[config.mk]
export PLATFORM = sky130hd
export DESIGN_NAME = float_div_16bit_seq
export DESIGN_NICKNAME = d
export VERILOG_FILES = /design/src/rtl/float_div_16bit_seq.sv
export SDC_FILE = /design/constraint.sdc
export NUM_CORES = 1
export LEC_CHECK = 0
export BUFFER_PORTS_ARGS = -buffer_cell sky130_fd_sc_hd__buf_4
export CORE_ASPECT_RATIO = 2
export CORE_UTILIZATION = 55
export CTS_BUF_LIST = sky130_fd_sc_hd__clkbuf_16
export DETAILED_ROUTE_END_ITERATION = 10
export PLACE_DENSITY = 0.77
export SETUP_SLACK_MARGIN = 0.1
export SLEW_MARGIN = 20
export SYNTH_ARGS = -nofsm -noshare
export SYNTH_HDL_FRONTEND = slang
export SYNTH_SLANG_ARGS = --single-unit
[constraint.sdc]
create_clock -name CLK -period 4.5 [get_ports CLK]
set_input_delay 0.225 -clock CLK [delete_from_list [all_inputs] [get_ports CLK]]
set_output_delay 0.225 -clock CLK [all_outputs]
set_load 0.02 [all_outputs]
[src/rtl/float_div_16bit_seq.sv]
// Sequential half-precision divider: restoring significand division with valid/ready on both sides.
// Optional `flags` output and its registers are built only when FPU_DIV_FLAGS_EN is defined.

package fpu_types_pkg;
    localparam int HALF_FLOAT_W    = 16;
    localparam int HALF_EXPONENT_W = 5;
    localparam int HALF_FRACTION_W = 10;
endpackage

module float_div_16bit_seq
    import fpu_types_pkg::*;
#(
    parameter int BITS_PER_CYCLE = 1
) (
    input  logic                    CLK,
    input  logic                    RST,
    input  logic                    in_valid,
    output logic                    in_ready,
    input  logic [HALF_FLOAT_W-1:0] dividend,
    input  logic [HALF_FLOAT_W-1:0] divisor,
    output logic                    out_valid,
    input  logic                    out_ready,
    output logic [HALF_FLOAT_W-1:0] quotient
`ifdef FPU_DIV_FLAGS_EN
    ,
    output logic [3:0]              flags
`endif
);

    localparam int SIGN_BIT = HALF_FLOAT_W - 1;
    localparam int EXP_LSB  = HALF_FRACTION_W;
    localparam int MANT_W   = HALF_FRACTION_W + 1;
    localparam int REM_W    = MANT_W + 1;
    localparam int STEPS    = REM_W / BITS_PER_CYCLE;
    localparam int CNT_W    = $clog2(REM_W);

    localparam logic [HALF_FLOAT_W-1:0] QNAN_VAL = 16'hFFFF;
    localparam logic [HALF_FLOAT_W-1:0] SNAN_VAL = 16'hFDFF;

    typedef enum logic [1:0] {IDLE, DIVIDE, NORM, DONE} state_t;

    state_t                     state_q, state_d;
    logic                       sign_q, sign_d;
    logic [HALF_EXPONENT_W-1:0] ea_q, ea_d, eb_q, eb_d;
    logic [HALF_FRACTION_W-1:0] dm_q, dm_d;
    logic [REM_W-1:0]           rem_q, rem_d, quo_q, quo_d;
    logic [CNT_W-1:0]           cnt_q, cnt_d;
    logic [HALF_FLOAT_W-1:0]    quot_q, quot_d;

    // Operand classification; subnormals (exp=0) are treated as zero.
    logic [HALF_FLOAT_W-1:0] op [2];
    logic [1:0] is_max, is_zero, is_inf, is_qnan, is_snan;

    assign op[0] = dividend;
    assign op[1] = divisor;

    for (genvar gi = 0; gi < 2; gi++) begin : g_class
        assign is_max[gi]  = &op[gi][SIGN_BIT-1:EXP_LSB];
        assign is_zero[gi] = ~|op[gi][SIGN_BIT-1:EXP_LSB];
        assign is_inf[gi]  = is_max[gi] & ~|op[gi][HALF_FRACTION_W-1:0];
        assign is_qnan[gi] = is_max[gi] & op[gi][HALF_FRACTION_W-1];
        assign is_snan[gi] = is_max[gi] & ~op[gi][HALF_FRACTION_W-1]
                           & |op[gi][HALF_FRACTION_W-2:0];
    end

    logic                    in_sign;
    logic                    a_fin;
    logic                    is_special;
    logic [HALF_FLOAT_W-1:0] spec_val;
`ifdef FPU_DIV_FLAGS_EN
    logic [3:0]              spec_flags;
`endif

    assign in_sign = dividend[SIGN_BIT] ^ divisor[SIGN_BIT];
    assign a_fin   = ~is_max[0] & ~is_zero[0];

    always_comb begin
        is_special = 1'b1;
        spec_val   = '0;
`ifdef FPU_DIV_FLAGS_EN
        spec_flags = 4'b0000;
`endif
        if ((|is_qnan) || (&is_zero) || (&is_inf)) begin
            spec_val = QNAN_VAL;
`ifdef FPU_DIV_FLAGS_EN
            spec_flags = 4'b1000;
`endif
        end else if (|is_snan) begin
            spec_val = SNAN_VAL;
`ifdef FPU_DIV_FLAGS_EN
            spec_flags = 4'b1000;
`endif
        end else if (a_fin && is_zero[1]) begin
            spec_val = {in_sign, {HALF_EXPONENT_W{1'b1}}, {HALF_FRACTION_W{1'b0}}};
`ifdef FPU_DIV_FLAGS_EN
            spec_flags = 4'b0100;
`endif
        end else if (is_inf[0]) begin
            spec_val = {in_sign, {HALF_EXPONENT_W{1'b1}}, {HALF_FRACTION_W{1'b0}}};
        end else if (is_zero[0] || is_inf[1]) begin
            spec_val = '0;
        end else begin
            is_special = 1'b0;
        end
    end

    // Unrolled restoring steps; quotient bits shift in MSB-first.
    logic [MANT_W-1:0] div_m;
    logic [REM_W-1:0]  rem_chain [BITS_PER_CYCLE+1];
    logic [REM_W-1:0]  quo_chain [BITS_PER_CYCLE+1];

    assign div_m        = {1'b1, dm_q};
    assign rem_chain[0] = rem_q;
    assign quo_chain[0] = quo_q;

    for (genvar gi = 0; gi < BITS_PER_CYCLE; gi++) begin : g_step
        logic ge;
        assign ge = rem_chain[gi] >= {1'b0, div_m};
        assign rem_chain[gi+1] = (ge ? rem_chain[gi] - {1'b0, div_m} : rem_chain[gi]) << 1;
        assign quo_chain[gi+1] = {quo_chain[gi][REM_W-2:0], ge};
    end

    // Normalisation: the significand ratio lies in (0.5, 2), so at most one shift.
    logic signed [6:0]          exp_raw, exp_adj;
    logic [HALF_FRACTION_W-1:0] frac_n;
    logic                       ovf, unf;
    logic [HALF_FLOAT_W-1:0]    norm_val;

    always_comb begin
        exp_raw  = $signed({2'b00, ea_q}) - $signed({2'b00, eb_q}) + 7'sd15;
        exp_adj  = quo_q[REM_W-1] ? exp_raw : exp_raw - 7'sd1;
        frac_n   = quo_q[REM_W-1] ? quo_q[REM_W-2:1] : quo_q[REM_W-3:0];
        ovf      = exp_adj >= 7'sd31;
        unf      = exp_adj <= 7'sd0;
        norm_val = {sign_q, exp_adj[HALF_EXPONENT_W-1:0], frac_n};
        if (ovf) begin
            norm_val = SNAN_VAL;
        end else if (unf) begin
            norm_val = '0;
        end
    end

    always_comb begin
        state_d = state_q;
        sign_d  = sign_q;
        ea_d    = ea_q;
        eb_d    = eb_q;
        dm_d    = dm_q;
        rem_d   = rem_q;
        quo_d   = quo_q;
        cnt_d   = cnt_q;
        quot_d  = quot_q;
        unique case (state_q)
            IDLE: begin
                if (in_valid) begin
                    sign_d = in_sign;
                    ea_d   = dividend[SIGN_BIT-1:EXP_LSB];
                    eb_d   = divisor[SIGN_BIT-1:EXP_LSB];
                    dm_d   = divisor[HALF_FRACTION_W-1:0];
                    rem_d  = {1'b0, 1'b1, dividend[HALF_FRACTION_W-1:0]};
                    quo_d  = '0;
                    cnt_d  = CNT_W'(STEPS - 1);
                    if (is_special) begin
                        quot_d  = spec_val;
                        state_d = DONE;
                    end else begin
                        state_d = DIVIDE;
                    end
                end
            end
            DIVIDE: begin
                rem_d = rem_chain[BITS_PER_CYCLE];
                quo_d = quo_chain[BITS_PER_CYCLE];
                cnt_d = cnt_q - CNT_W'(1);
                if (cnt_q == '0) begin
                    state_d = NORM;
                end
            end
            NORM: begin
                quot_d  = norm_val;
                state_d = DONE;
            end
            DONE: begin
                if (out_ready) begin
                    state_d = IDLE;
                end
            end
            default: state_d = IDLE;
        endcase
    end

    always_ff @(posedge CLK) begin
        if (RST) begin
            state_q <= IDLE;
            sign_q  <= 1'b0;
            ea_q    <= '0;
            eb_q    <= '0;
            dm_q    <= '0;
            rem_q   <= '0;
            quo_q   <= '0;
            cnt_q   <= '0;
            quot_q  <= '0;
        end else begin
            state_q <= state_d;
            sign_q  <= sign_d;
            ea_q    <= ea_d;
            eb_q    <= eb_d;
            dm_q    <= dm_d;
            rem_q   <= rem_d;
            quo_q   <= quo_d;
            cnt_q   <= cnt_d;
            quot_q  <= quot_d;
        end
    end

    assign in_ready  = (state_q == IDLE);
    assign out_valid = (state_q == DONE);
    assign quotient  = quot_q;

`ifdef FPU_DIV_FLAGS_EN
    logic [3:0] flags_q, flags_d;

    always_comb begin
        flags_d = flags_q;
        if (state_q == IDLE && in_valid) begin
            flags_d = is_special ? spec_flags : 4'b0000;
        end else if (state_q == NORM) begin
            flags_d = {2'b00, ovf, unf};
        end
    end

    always_ff @(posedge CLK) begin
        if (RST) begin
            flags_q <= 4'b0000;
        end else begin
            flags_q <= flags_d;
        end
    end

    assign flags = flags_q;
`endif

endmodule

==> After elaboration in Yosys (flattened, before gate mapping) <==
Cells that the tools add are included.
{ "word_totals": {"register_bits": 67, "output_inout_bits": 18, "ramBits": 0, "latch_bits": 0, "rom_bits": 0, "n_memories": 0} }
{ "op_classes": {"n_reduce_logical": 28, "n_div": 0, "bitwise": 13, "shift": 0, "add_sub_neg": 5, "n_mux": 28, "n_lt_le_gt_ge": 3, "multipliers": 0, "eq_ne": 7} }
{ "ops": {"columns": ["op", "count"], "rows": [
  ["2-to-1 mux 16 bit", 8],
  ["case mux 12 bit (2 select lines)", 2],
  ["case mux 16 bit (2 select lines)", 1],
  ["2-to-1 mux 12 bit", 2],
  ["OR reduction 10 bit", 2],
  ["OR reduction 9 bit", 2],
  ["greater-or-equal comparator 12 x 11 -> 1 bit", 1],
  ["2-to-1 mux 11 bit", 1],
  ["subtractor 11 bit", 1],
  ["2-to-1 mux 10 bit", 1],
  ["AND reduction 5 bit", 2],
  ["OR reduction 5 bit", 2],
  ["AND 1 bit", 9],
  ["2-to-1 mux 2 bit", 4],
  ["case mux 2 bit (4 select lines)", 1],
  ["case mux 4 bit (2 select lines)", 1],
  ["AND reduction 2 bit", 4],
  ["adder 6 x 5 -> 7 bit, second input constant", 1],
  ["greater-or-equal comparator 7 x 6 -> 1 bit, second input constant", 1],
  ["<= comparator 7 x 1 -> 1 bit, second input constant", 1],
  ["2-to-1 mux 7 bit", 1],
  ["subtractor 7 x 2 -> 7 bit, second input constant", 1],
  ["AND reduction 3 bit", 2],
  ["subtractor 5 x 5 -> 6 bit", 1],
  ["other kinds (16)", 32]
]} }

==> Logic depth before layout (Yosys ltp) <==
{ "depth": {"ltp_word": 12, "mapped_depth": 15, "depth_no_buf": 14} }

==> Worst setup path after synthesis <==
OpenSTA, ideal clock, no wires.
{ "synth_timing": {"path_type": "register to register", "startpoint": "register ea_q[0]", "endpoint": "register quot_q[9], in the netlist quotient[9]", "setup_ns": 0.088, "t_required_ns": 4.412, "period_less_slack_ns": 3.031, "path_slack_ns": 1.469, "n_path_buf": 0, "arrival_time_ns": 2.942, "stages_incl_launch_ff": 15, "cell_sequence": "dfxtp_1 -> inv_1 -> ha_1 -> inv_1 -> fa_1 -> inv_1 -> ha_1 -> xor3_2 -> and3b_2 -> a21oi_2 -> o21ai_2 -> xor2_2 -> o41ai_2 -> or3b_1 -> a311oi_2"} }
{ "synth_between": {"elab_chain_len": 8} }
{ "synth_rtl": {"columns": ["element", "line_no", "source"], "rows": [
  ["start, declared", "44", "logic [HALF_EXPONENT_W-1:0] ea_q, ea_d, eb_q, eb_d;"],
  ["start signal, assigned", "196", "ea_q <= '0;"],
  ["start signal, assigned", "206", "ea_q <= ea_d;"],
  ["subtractor 5 x 5 -> 6 bit (*)", "130", "exp_raw = $signed({2'b00, ea_q}) - $signed({2'b00, eb_q}) + 7'sd15;"],
  ["adder 6 x 5 -> 7 bit (*)", "130", null],
  ["subtractor 7 x 2 -> 7 bit", "131", "exp_adj = quo_q[REM_W-1] ? exp_raw : exp_raw - 7'sd1;"],
  ["2-to-1 mux 7 bit (*)", "131", null],
  ["<= comparator 7 x 1 -> 1 bit", "134", "unf = exp_adj <= 7'sd0;"],
  ["2-to-1 mux 16 bit", "138", "end else if (unf) begin"],
  ["2-to-1 mux 16 bit (*)", "136", "if (ovf) begin"],
  ["case mux 16 bit (2 select lines) (*)", "153", "unique case (state_q)"],
  ["end signal, assigned", "212", "quot_q <= quot_d;"],
  ["end, declared", "48", "logic [HALF_FLOAT_W-1:0] quot_q, quot_d;"]
]} }
Every way passes the cells marked *; elsewhere a longest branch is shown, timed or not.
A chain may end at the register's enable or synchronous reset.

==> Worst setup path in the final report <==
Ends and elaborated chain as after synthesis.

==> results.py <==
metrics = {
    "route": {
        "vias": 3720,
        "first_pass_iters": 4,
        "drt-total-wl_um": 9450,
        "drt-vias-per-instance": 5.76,
        "drtIter0Drc": 187,
        "route.detailed.drc": 0,
        "wire_per_inst_um": 14.6,
        "drt.antenna.violating_nets": 0,
    },
    "clock_network": {
        "cts_hold_repair.buffers": 0,
        "cts_tree": "built",
        "cts_buffers": 9,
        "clk_latency_ns": 0.33,
        "cts-root-buf": "clkbuf_16",
        "clk_path_buf_depth": 2,
        "post_cts_resized": 0,
        "clk_pin_slew_ns": 0.05,
        "htreeDepth": 3,
        "post_cts_buffers": 0,
        "clkSinkCount": 67,
    },
    "placed_design": {
        "place.gp.congestion": 0.896,
        "io_buffers": 53,
        "placed_cells": 630,
        "dp_hpwl_um": 7050,
    },
    "yosys": {
        "ys_types": 61,
        "ys_seq_area_frac": 0.327,
        "syn_nets": 569,
        "synth_edf_count": 0,
        "synth_flop_cell": "dfxtp_1",
        "syn_area_um2": 4100,
        "syn_area_per_cell_um2": 8.08,
        "syn-instance-count": 508,
        "async_flop_share": 0,
        "yosys_register_bits": 67,
        "yosysWarnings": 0,
    },
    "critical_path": {
        "cpMaxStageDelayCell": "o41ai_2",
        "crit_path_start_kind": "flip-flop",
        "crit_type": "flip-flop to flip-flop",
        "r2r_setup_slack_ns": 0.99,
        "rr_worst_depth": 14,
        "reg2reg_from": "ea_q[0]",
        "crit_top_cell": "inv_1",
        "critPathLaunch": "ea_q[0]",
        "rr_endpoint": "quotient[9]",
        "path_cells": "inv_1 -> ha_1 -> inv_1 -> fa_1 -> inv_1 -> ha_1 -> xor3_2 -> and3b_2 -> a21oi_2 -> o21ai_2 -> xor2_2 -> o41ai_2 -> or3b_1 -> a311oi_2",
        "cp.arrival_ns": 3.69,
        "cp_max_fo": 11,
        "cp-endpoint": "quotient[9]",
        "critPathRequiredTime_ns": 4.68,
        "max_stage_delay_ns": 0.73,
        "endpoint_kind": "flip-flop",
    },
    "sta": {
        "period_needed_ns": 3.51,
        "drv_slew": 0,
        "rsz0062_at_grt": "false",
        "tns_ns": 0,
        "skew_ns": 0.00467,
        "maxSlewHeadroom": 0.434,
        "worstMarginPinSlew_ns": 0.849,
        "hold_viol_final": 0,
        "setup_violations": 0,
        "fmax_mhz": 285,
        "final.period_utilization": 0.780,
    },
    "floorplan": {
        "initial_core_util": 0.569,
        "rows": 44,
        "fp.dieArea_um2": 7830,
        "core_area_um2": 7210,
        "die_width_um": 63.1,
        "dieHeight_um": 124,
        "io_pins": 54,
    },
    "power_and_ir_drop": {
        "p_sw_uw": 1570,
        "switching_share": 0.438,
        "clkPwrFrac": 0.188,
        "irDropWorstVdd_uv": 460,
        "p_leak_uw": 0.00187,
        "seqPwrFrac": 0.237,
        "p_int_uw": 2010,
        "p_per_area_nw_per_um2": 742,
        "power_frac_comb": 0.575,
    },
    "final_layout": {
        "diodes": 0,
        "fillCellCount": 645,
        "fin_cells": 646,
        "most-common-layout-cells": "nand2_1 (67), dfxtp_1 (67), nor2_1 (56), buf_4 (56), a21oi_1 (38)",
        "flow.area_growth_from_synthesis_pct": 17.6,
        "final_nets": 610,
        "drive_gt1_frac": 0.173,
    },
    "global_route": {
        "grt_pass1_vias": 3575,
        "grt_overflow": 0,
        "track_usage": 0.257,
        "grt_pass1_wl_um": 15600,
        "grt_max_degree": 69,
        "antenna_found_initial": 0,
    },
    "worst_hold_path": {
        "hold_start": "divisor[6]",
        "worstHoldPathType": "input port to flip-flop",
    },
    "flow_run": {
        "maxCapViolations": 0,
    },
    "status": {
        "status": "finished, final reports clean",
    },
}
-- power groups by stage --
stage,clock [µW],sequential [µW],combinational (µW)
final,672,850,2060
after global routing,713,869,2280
after CTS,685,850,2060
after detailed placement,0,863,2050
after global placement,0,853,2000
after floorplan,0,879,1580
-- per-stage QoR --
step / utilization / hold WS [ns] / setup WS [ns] / cell area [µm²] / power, µW
floorplan: - / 0.361 / 1.47 / 4100 / 2460
finish: 0.669 / 0.154 / 0.989 / 4820 / 3580
detailed placement: 0.630 / 0.448 / 0.983 / 4540 / 2910
global placement: 0.630 / 0.443 / 1.08 / 4540 / 2850
global route: 0.669 / 0.151 / 0.654 / 4820 / 3860
CTS: 0.669 / 0.145 / 0.966 / 4820 / 3600
-- synthesized netlist by cell type, types with 3 or more instances --
library cell / n / area (µm²)
dfxtp_1: 67 / 1340
nand2_1: 67 / 251
nor2_1: 56 / 210
a21oi_1: 38 / 190
inv_1: 35 / 131
ha_1: 23 / 288
mux2i_1: 21 / 210
clkbuf_1: 20 / 75.1
a22oi_1: 14 / 105
o21ai_0: 14 / 70.1
or2_1: 11 / 68.8
xnor2_1: 11 / 96.3
nor3_1: 10 / 50.1
a211oi_2: 9 / 113
a211o_1: 7 / 61.3
a211oi_1: 7 / 52.6
nand3_1: 7 / 35.0
nor2b_1: 6 / 37.5
xor2_1: 6 / 52.6
or3_1: 5 / 31.3
a21o_1: 4 / 30.0
buf_2: 4 / 20.0
nand2b_1: 4 / 25.0
o211ai_1: 4 / 30.0
a21oi_2: 3 / 26.3
a31oi_1: 3 / 18.8
and3_1: 3 / 18.8
o21a_1: 3 / 22.5
-- cells by family (layout without fill, tap and decap cells) --
kind of cell,count (synthesis),in the layout,synth area share
AO/OA/AOI/OAI,128,128,0.225
multiplexers,21,21,0.0512
AND/OR/NAND/NOR,186,186,0.207
XOR/XNOR,20,20,0.0530
adder cells (fa/ha/maj),25,25,0.0799
buffers and inverters,61,107,0.0570
flip-flops,67,67,0.327
-- flip-flops by register name, indices dropped and copies added, names as in the netlist --
name / flops
ea_q: 5
eb_q: 5
dm_q: 10
rem_q: 12
cnt_q: 4
sign_q: 1
quo_q: 12
state_q: 2
quotient: 16
-- final cells by class --
type                    count  area [µm²]  area share
multi-input cells         380        2530       0.525
flip-flops and latches     67        1340       0.278
repair buffers             56         420      0.0871
clock buffers               9         225      0.0467
inverters                  35         131      0.0272
well taps                  92         115      0.0239
clock inverters             7        58.8      0.0122
-- layer usage --
| layer | global-route usage | part of all wire | routed length, µm | vias up |
|---|---|---|---|---|
| met4 | 0.172 | 0.053 | 501 | 0 |
| met1 | 0.241 | 0.36 | 3440 | 1747 |
| met2 | 0.495 | 0.55 | 5180 | 88 |
| met3 | 0.0458 | 0.034 | 322 | 32 |
| li1 | - | - | - | 1853 |
| met5 | 0 | 0 | 0 | - |
-- worst max-delay path: cells and delay by family (launching register included) --
family	cells	cell delay, ns
flip-flops	1	0.32
XOR/XNOR	2	0.44
AO/OA/AOI/OAI	4	1.02
AND/OR/NAND/NOR	2	0.51
adder cells (fa/ha/maj)	3	0.84
buffers and inverters	3	0.21
-- worst min path at each step --
| stage | end | slack, ns | cells past startpoint |
|---|---|---|---|
| 2_1_floorplan | dm_q[2] | 0.36 | 2 |
| 3_3_place_gp | dm_q[3] | 0.44 | 2 |
| 3_5_place_dp | eb_q[1] | 0.45 | 2 |
| 4_1_cts | dm_q[6] | 0.14 | 3 |
| 5_1_grt | dm_q[6] | 0.15 | 3 |
| 6_report | dm_q[6] | 0.15 | 3 |
Power figures use the tool's default switching activity.
